==> src/rtl/booth_mult4_pkg.sv <==
// Shared types and constants for the radix-2 Booth multiplier.
package booth_mult4_pkg;

    localparam int unsigned OpW   = 4;
    localparam int unsigned Steps = 4;

    localparam logic [1:0] LastStep = 2'(Steps - 1);

    typedef enum logic [1:0] {
        StIdle = 2'd0,
        StRun  = 2'd1,
        StDone = 2'd2
    } state_e;

    typedef enum logic [1:0] {
        BoothNop0 = 2'b00,
        BoothAdd  = 2'b01,
        BoothSub  = 2'b10,
        BoothNop1 = 2'b11
    } booth_op_e;

endpackage

==> src/rtl/add_sub.sv <==
// 4-bit two's-complement adder/subtractor with signed overflow flag.
// M=0 computes A+B, M=1 computes A-B.
module add_sub (
    input  logic       M,
    input  logic [3:0] A,
    input  logic [3:0] B,
    output logic [3:0] S,
    output logic       Ov
);

    logic [3:0] b_eff;

    always_comb begin
        b_eff = B ^ {4{M}};
        S     = A + b_eff + {3'b000, M};
        // Overflow when both addends share a sign that the sum does not.
        Ov    = (A[3] == b_eff[3]) && (S[3] != A[3]);
    end

endmodule

==> src/rtl/booth_mult4.sv <==
// Sequential radix-2 Booth multiplier: 4x4 signed -> 8-bit signed product,
// one Booth step per clock using a shared add_sub instance.
module booth_mult4
    import booth_mult4_pkg::*;
(
    input  logic       clk,
    input  logic       rst_n,
    input  logic       start,
    input  logic [3:0] A,
    input  logic [3:0] B,
    output logic [7:0] P,
    output logic       busy,
    output logic       done
);

    state_e           state_q, state_d;
    logic [1:0]       cnt_q, cnt_d;
    logic             busy_q, busy_d;
    logic             done_q, done_d;

    logic [OpW-1:0]   mreg_q, mreg_d;
    logic [OpW-1:0]   acc_q, acc_d;
    logic [OpW-1:0]   q_q, q_d;
    logic             q1_q, q1_d;
    logic [2*OpW-1:0] p_q, p_d;

    logic             as_m;
    logic [OpW-1:0]   as_s;
    logic             as_ov;
    logic [OpW-1:0]   step_r;
    logic             sign_in;
    booth_op_e        op;

    add_sub u_add_sub (
        .M  (as_m),
        .A  (acc_q),
        .B  (mreg_q),
        .S  (as_s),
        .Ov (as_ov)
    );

    // Booth step result and the sign bit shifted into the accumulator.
    always_comb begin
        op      = booth_op_e'({q_q[0], q1_q});
        as_m    = (op == BoothSub);
        step_r  = acc_q;
        sign_in = acc_q[OpW-1];
        if (op == BoothAdd || op == BoothSub) begin
            step_r  = as_s;
            // True sign of the 5-bit result, so 0-(-8) shifts in a 0.
            sign_in = as_s[OpW-1] ^ as_ov;
        end
    end

    // Datapath next state.
    always_comb begin
        mreg_d = mreg_q;
        acc_d  = acc_q;
        q_d    = q_q;
        q1_d   = q1_q;
        p_d    = p_q;
        unique case (state_q)
            StIdle: begin
                if (start) begin
                    mreg_d = A;
                    q_d    = B;
                    acc_d  = '0;
                    q1_d   = 1'b0;
                end
            end
            StRun: begin
                acc_d = {sign_in, step_r[OpW-1:1]};
                q_d   = {step_r[0], q_q[OpW-1:1]};
                q1_d  = q_q[0];
                if (cnt_q == LastStep) begin
                    p_d = {sign_in, step_r, q_q[OpW-1:1]};
                end
            end
            default: ;
        endcase
    end

    // Control next state; busy/done are registered from the next state.
    always_comb begin
        state_d = state_q;
        cnt_d   = cnt_q;
        unique case (state_q)
            StIdle: begin
                if (start) begin
                    state_d = StRun;
                    cnt_d   = 2'd0;
                end
            end
            StRun: begin
                if (cnt_q == LastStep) begin
                    state_d = StDone;
                end else begin
                    cnt_d = cnt_q + 2'd1;
                end
            end
            default: state_d = StIdle;
        endcase
        busy_d = (state_d == StRun);
        done_d = (state_d == StDone);
    end

    always_ff @(posedge clk or negedge rst_n) begin
        if (!rst_n) begin
            state_q <= StIdle;
            cnt_q   <= 2'd0;
            busy_q  <= 1'b0;
            done_q  <= 1'b0;
        end else begin
            state_q <= state_d;
            cnt_q   <= cnt_d;
            busy_q  <= busy_d;
            done_q  <= done_d;
        end
    end

    always_ff @(posedge clk or negedge rst_n) begin
        if (!rst_n) begin
            mreg_q <= '0;
            acc_q  <= '0;
            q_q    <= '0;
            q1_q   <= 1'b0;
            p_q    <= '0;
        end else begin
            mreg_q <= mreg_d;
            acc_q  <= acc_d;
            q_q    <= q_d;
            q1_q   <= q1_d;
            p_q    <= p_d;
        end
    end

    assign P    = p_q;
    assign busy = busy_q;
    assign done = done_q;

endmodule

==> config.mk <==
export PLATFORM = sky130hd
export DESIGN_NAME = booth_mult4
export DESIGN_NICKNAME = d
export VERILOG_FILES = /design/src/rtl/booth_mult4_pkg.sv /design/src/rtl/add_sub.sv /design/src/rtl/booth_mult4.sv
export SDC_FILE = /design/constraint.sdc
export NUM_CORES = 1
export LEC_CHECK = 0
export CORE_MARGIN = 5
export CORE_UTILIZATION = 45
export CTS_CLUSTER_SIZE = 24
export DETAILED_ROUTE_END_ITERATION = 10
export PLACE_DENSITY = 0.71
export SLEW_MARGIN = 15
export SYNTH_ARGS = -nofsm -noshare
export SYNTH_HDL_FRONTEND = slang
export SYNTH_HIERARCHICAL = 1
export SYNTH_SLANG_ARGS = --single-unit
export TNS_END_PERCENT = 10
==> constraint.sdc <==
create_clock -name clk -period 2.7 [get_ports clk]
set_input_delay 0.405 -clock clk [delete_from_list [all_inputs] [get_ports clk]]
set_output_delay 0.405 -clock clk [all_outputs]
set_load 0.02 [all_outputs]
; After elaboration in Yosys (flattened, before gate mapping)
; Index checks and enable logic that the tools add are counted.
[totals]
word_cells = 46
inputBits = 11
output_inout_bits = 10
ff_bits = 27
[classes]
muxes = 14
bitwise = 2
reduce_logical = 8
n_addsub = 3
n_eq_ne = 10
[ops]
columns = operator, count
row1 = $pmux 4 s2, 2
row2 = $mux 4, 3
row3 = $mux 2, 4
row4 = $pmux 2 s2, 2
row5 = $eq 2x1->1 const B, 3
row6 = $eq 2x2->1 const B, 3
row7 = $reduce_and 2->1, 3
row8 = $add 4x1->4, 1
row9 = $add 4x4->4, 1
row10 = $ne 2x2->1 const B, 2
row11 = $xor 4x4->4, 1
row12 = $reduce_and 3->1, 1
row13 = $add 2x1->2 const B, 1
row14 = $logic_not 2->1, 1
row15 = $mux 1, 2
row16 = $pmux 1 s2, 1
row17 = $reduce_bool 2->1, 1
row18 = $eq 1x1->1, 1
row19 = $logic_and 1x1->1, 1
row20 = $logic_or 1x1->1, 1
row21 = $ne 1x1->1, 1
row22 = $xor 1x1->1, 1

; Logic depth before layout (Yosys ltp)
[logic_depth]
word_depth = 9
depth_mapped = 10
mapped_depth_nobuf = 10

; By module
; The synthesis kept the hierarchy.
[by_module_without_submodules]
columns = module, area_each_um2, seq_area_each_um2, cells_per_inst, instances
row1 = booth_mult4, 1237.4, 675.6, 101, 1
row2 = add_sub, 157.7, 0.0, 16, 1

; Worst setup path after synthesis
; OpenSTA, ideal clock, no wires.
[synth_path]
kind = register -> register
startpoint = register q_q[0]
endpoint = register p_q[7], in the netlist P[7]
synth_period_minus_slack_ns = 2.162
t_required_ns = 2.624
path_stages_with_launch = 10
setup_ns = 0.076
path_slack_ns = 0.538
n_path_buf = 0
t_arrival_ns = 2.086
path_cell_list = dfrtp_1 -> ha_1 -> xor2_1 -> ha_1 -> a21o_1 -> a31o_1 -> xnor2_1 -> xor2_1 -> mux2i_1 -> o21ai_1
[synth_between]
elab_chain_len = 8
elab_cells_between_ends = 11
classes_between = add/sub (2) / eq/ne (4) / mux (1) / bitwise (2) / reduce/logical (2)
[synth_rtl]
columns = item, line
row1 = "start, declared", booth_mult4.sv:23  ; logic [OpW-1:0] q_q, q_d;
row2 = "start signal, assigned", booth_mult4.sv:131  ; q_q <= q_d;
row3 = $eq 2x2->1 *, booth_mult4.sv:45  ; as_m = (op == BoothSub);
row4 = via as_m, booth_mult4.sv:27  ; logic as_m;
row5 = $xor 4x4->4, add_sub.sv:14  ; b_eff = B ^ {4{M}};
row6 = $add 4x4->4, add_sub.sv:15  ; S = A + b_eff + {3'b000, M};
row7 = $add 4x1->4 *, add_sub.sv:15
row8 = via as_s[3], booth_mult4.sv:28  ; logic [OpW-1:0] as_s;
row9 = $ne 1x1->1, add_sub.sv:17  ; Ov = (A[3] == b_eff[3]) && (S[3] != A[3]);
row10 = $logic_and 1x1->1, add_sub.sv:17
row11 = $xor 1x1->1 *, booth_mult4.sv:51  ; sign_in = as_s[OpW-1] ^ as_ov;
row12 = $mux 1 *, booth_mult4.sv:48  ; if (op == BoothAdd || op == BoothSub) begin
row13 = "end signal, assigned", booth_mult4.sv:133  ; p_q <= p_d;
row14 = "end, declared", booth_mult4.sv:25  ; logic [2*OpW-1:0] p_q, p_d;
; The timed path passes the listed nets; every way through them passes the cells marked *.
; A chain may end at the register's enable or synchronous reset.

; Worst setup path after layout
[layout_path]
startpoint = register q_q[0]
endpoint = register acc_q[3]
[layout_between]
elab_chain_len = 9
elab_cells_between_ends = 12
classes_between = add/sub (2) / eq/ne (4) / mux (2) / bitwise (2) / reduce/logical (2)
[layout_rtl]
columns = item, line
row1 = $eq 2x2->1 *, booth_mult4.sv:45
row2 = via as_m, booth_mult4.sv:27
row3 = $xor 4x4->4, add_sub.sv:14
row4 = $add 4x4->4, add_sub.sv:15
row5 = $add 4x1->4 *, add_sub.sv:15
row6 = via as_s[3], booth_mult4.sv:28
row7 = $ne 1x1->1, add_sub.sv:17
row8 = $logic_and 1x1->1, add_sub.sv:17
row9 = $xor 1x1->1 *, booth_mult4.sv:51
row10 = $mux 1 *, booth_mult4.sv:48
row11 = $pmux 4 s2 *, booth_mult4.sv:62  ; unique case (state_q)
row12 = "end signal, assigned", booth_mult4.sv:124  ; acc_q <= '0;
row13 = "end signal, assigned", booth_mult4.sv:130  ; acc_q <= acc_d;
row14 = "end, declared", booth_mult4.sv:22  ; logic [OpW-1:0] acc_q, acc_d;
; Marks and branches as above.

==> results_dict.tcl <==
set metrics [dict create \
    floorplan.die_area_sq_um 4310 \
    drcViolationCount 0 \
    fin_skew_ps 7.68 \
    postRouteWirelength_mm 2.50 \
    max-cap-violations 0 \
    layout_worst_path_cycle_share 0.861 \
    cts.clk_slew.worst_paths_ps 140 \
    timing.max_slew.rel_slack 0.627 \
    status "completed" \
    cts_sink_cnt 27 \
    placement_rows 20 \
    fp.dieW_um 65.7 \
    final_min_period_ps 2320 \
    worstPathRequired_ps 2950 \
    gr-usage-all-layers 0.136 \
    slew_viol_final 0 \
    cts_repair_resize_count 0 \
    timing.final.setup_violations 0 \
    layout-area-overhead-vs-synth_pct 17.8 \
    number_of_failing_hold_endpoints_at_the_final_stage 0 \
    largest_buffer_count_on_any_clock_path 2 \
    netlist_area_sq_um 1400 \
    worst_skew_pair.late_latency_ps 320 \
    worst_setup_path_end_kind "flop" \
    cts_hold_repair.buffers 0 \
    total_via_count_in_the_routed_design 912 \
    synthArstFlopShare 1.00 \
    cp-start-kind "flop" \
    boundaryPins 21 \
    synth_nets 134 \
    netlist.area_leader.share 0.484 \
    leakagePower_uw 0.000781 \
    clock-root-buffer "sky130_fd_sc_hd__clkbuf_4" \
    layout_setup_ws_ps 376 \
    cts_inserted_buffers 3 \
    utilization 0.547 \
    tightestPinTransition_ps 558 \
    globalRouteOverflowTotal 0 \
    library_cell_contributing_the_largest_single_delay_on_the_critical_path "sky130_fd_sc_hd__dfrtp_1" \
    ys_top_cells_by_area "sky130_fd_sc_hd__dfrtp_1 (48%), sky130_fd_sc_hd__mux2i_1 (6.5%), sky130_fd_sc_hd__mux2_4 (5.4%)" \
    path_cells "ha_1, xor2_1, ha_1, a21o_1, a31o_1, xnor2_1, xor2_1, nand2_1, o22ai_1" \
    timing.hold.worst.class "input pin to asynchronous set/reset pin" \
    wire_per_inst_um 14.7 \
    synth-seq-area-share 0.484 \
    antenna-diode-count 0 \
    synth_enable_flop_cells 0 \
    cts.htree.levels 1 \
    ant_nets 0 \
    grt_first_pass_wirelength_mm 4.56 \
    synth_flop_cell "sky130_fd_sc_hd__dfrtp_1" \
    clock.fmax_mhz 430 \
    cts_tree "built" \
    dp.cells 166 \
    post_drt_via_cell_ratio 5.36 \
    postSynthAreaPerCell_sq_um 11.9 \
    synthCells 117 \
    replace_congestion 0.826 \
    timing_worst_setup_path_type "flop to flop" \
    max_stage_delay_ps 430 \
    fin_nets 155 \
    synth.largest_area_cell "sky130_fd_sc_hd__dfrtp_1" \
    antenna_found_initial 0 \
    drive_above_1_share 0.153 \
    hpwlAfterDp_mm 1.89 \
    power.ir.vdd_worst_mv 0.593 \
    first_global_vias 1005 \
    cts.repair_timing.setup_buffer_count 0 \
    core_area_sq_um 3000 \
    synth_cell_types 31 \
    rsz_0062_raised_after_global_routing "false" \
    numPortBuffers 20 \
    top_cell_types_by_occurrence_after_synthesis "sky130_fd_sc_hd__dfrtp_1 (27), sky130_fd_sc_hd__nand2_1 (10), sky130_fd_sc_hd__mux2i_1 (9)" \
    worst-endpoint-arrival_ps 2570 \
    die-height_um 65.7 \
    worstPathMaxFanout 4 \
    ys_ff_latch 27 \
    powerDensity_nw_per_um2 1340 \
    grt_max_degree 28 \
    setup_total_negative_slack_ps 0 \
    start_util 0.465 \
    detailedPlace.worstSlack_ps 368 \
    post-synth-top-count-cell "sky130_fd_sc_hd__dfrtp_1" \
    critical_path.top_delay_family "adder cells" \
    ys_warns 6 \
    drt_iter0_drc 21 \
    critical_path_buf_inv_count 0 \
    post_route_non_filler_standard_cell_count 170 \
    drt_pass1_iterations 4 \
]
-- state kept, by name (all words and copies together), names as in the netlist --
register and count:
q_q 4, done 1, cnt_q 2, state_q 2, P 8, mreg_q 4, q1_q 1, busy 1
acc_q 4
-- kinds of logic after synthesis --
group | synth area share
buffers and inverters | 0.0251
XOR/XNOR | 0.0502
flip-flops | 0.484
AO/OA/AOI/OAI | 0.123
adder cells (fa/ha/maj) | 0.0592
multiplexers | 0.151
AND/OR/NAND/NOR | 0.108
-- worst paths after layout --
kind	startpoint	endpoint	slack, ps	depth (start not counted)
min reg2reg	P[3]	P[3]	500	2
max in group asynchronous	rst_n	P[2]	2010	2
max	q_q[0]	acc_q[3]	380	9
min	rst_n	P[6]	430	2
min in group clk	P[3]	P[3]	500	2
max reg2reg	q_q[0]	acc_q[3]	380	9
-- report_power, final --
part           switching (uW)  internal, uW  total [uW]
Sequential                176           589         765
Combinational             613           649        1260
Clock                     114          57.8         172
-- per-stage QoR --
stage,hold WS [ps],cell area [sq um],total power (uW)
after CTS,437,1640,2240
after global placement,468,1620,2010
after detailed placement,477,1620,2060
after global routing,462,1640,2410
after floorplan,109,1400,1730
final,430,1640,2200
-- worst register-to-register path: stages, from the launching register on --
cell and delay (ps):
sky130_fd_sc_hd__dfrtp_1 430, sky130_fd_sc_hd__ha_1 270, sky130_fd_sc_hd__xor2_1 180, sky130_fd_sc_hd__ha_1 330
sky130_fd_sc_hd__a21o_1 200, sky130_fd_sc_hd__a31o_1 220, sky130_fd_sc_hd__xnor2_1 230, sky130_fd_sc_hd__xor2_1 190
sky130_fd_sc_hd__nand2_1 70, sky130_fd_sc_hd__o22ai_1 130
-- final cells by class --
type | count | area, sq um
Multi-Input combinational cell | 83 | 684
Inverter | 2 | 7.51
Sequential cell | 27 | 676
Clock buffer | 4 | 26.3
Timing Repair Buffer | 21 | 208
Fill cell | 272 | 1360
Tap cell | 33 | 41.3
-- cell usage in the layout (no fill, tap or decap) --
cell and n:
sky130_fd_sc_hd__dfrtp_1 27, sky130_fd_sc_hd__clkdlybuf4s50_1 20, sky130_fd_sc_hd__nand2_1 10, sky130_fd_sc_hd__mux2i_1 9, sky130_fd_sc_hd__xor2_1 6, sky130_fd_sc_hd__o21ai_0 6
sky130_fd_sc_hd__a21oi_1 5, sky130_fd_sc_hd__o21ai_1 5, sky130_fd_sc_hd__mux2_4 5, sky130_fd_sc_hd__ha_1 5, sky130_fd_sc_hd__mux2_2 4, sky130_fd_sc_hd__a22o_1 4
sky130_fd_sc_hd__nor2_1 3, sky130_fd_sc_hd__and2b_2 3, sky130_fd_sc_hd__a22oi_1 3, sky130_fd_sc_hd__clkbuf_4 3, sky130_fd_sc_hd__inv_1 2, sky130_fd_sc_hd__xnor2_1 2
sky130_fd_sc_hd__o21bai_2 1, sky130_fd_sc_hd__nor2b_1 1, sky130_fd_sc_hd__and2_1 1, sky130_fd_sc_hd__and3_1 1, sky130_fd_sc_hd__nand3b_4 1, sky130_fd_sc_hd__nor2b_4 1
sky130_fd_sc_hd__and2b_4 1, sky130_fd_sc_hd__nand2b_1 1, sky130_fd_sc_hd__o22ai_1 1, sky130_fd_sc_hd__clkbuf_1 1, sky130_fd_sc_hd__buf_4 1, sky130_fd_sc_hd__a21o_1 1
sky130_fd_sc_hd__a31o_1 1, sky130_fd_sc_hd__or2_2 1, sky130_fd_sc_hd__fa_1 1
-- per-layer routing --
layer | wire length, um | track usage | vias to the layer above
li1 | - | - | 447
met1 | 1130 | 0.181 | 444
met3 | 105 | 0.0274 | 4
met4 | 29 | 0.0544 | 0
met2 | 1230 | 0.215 | 17
met5 | 0 | 0 | -
Power figures use the tool's default switching activity.
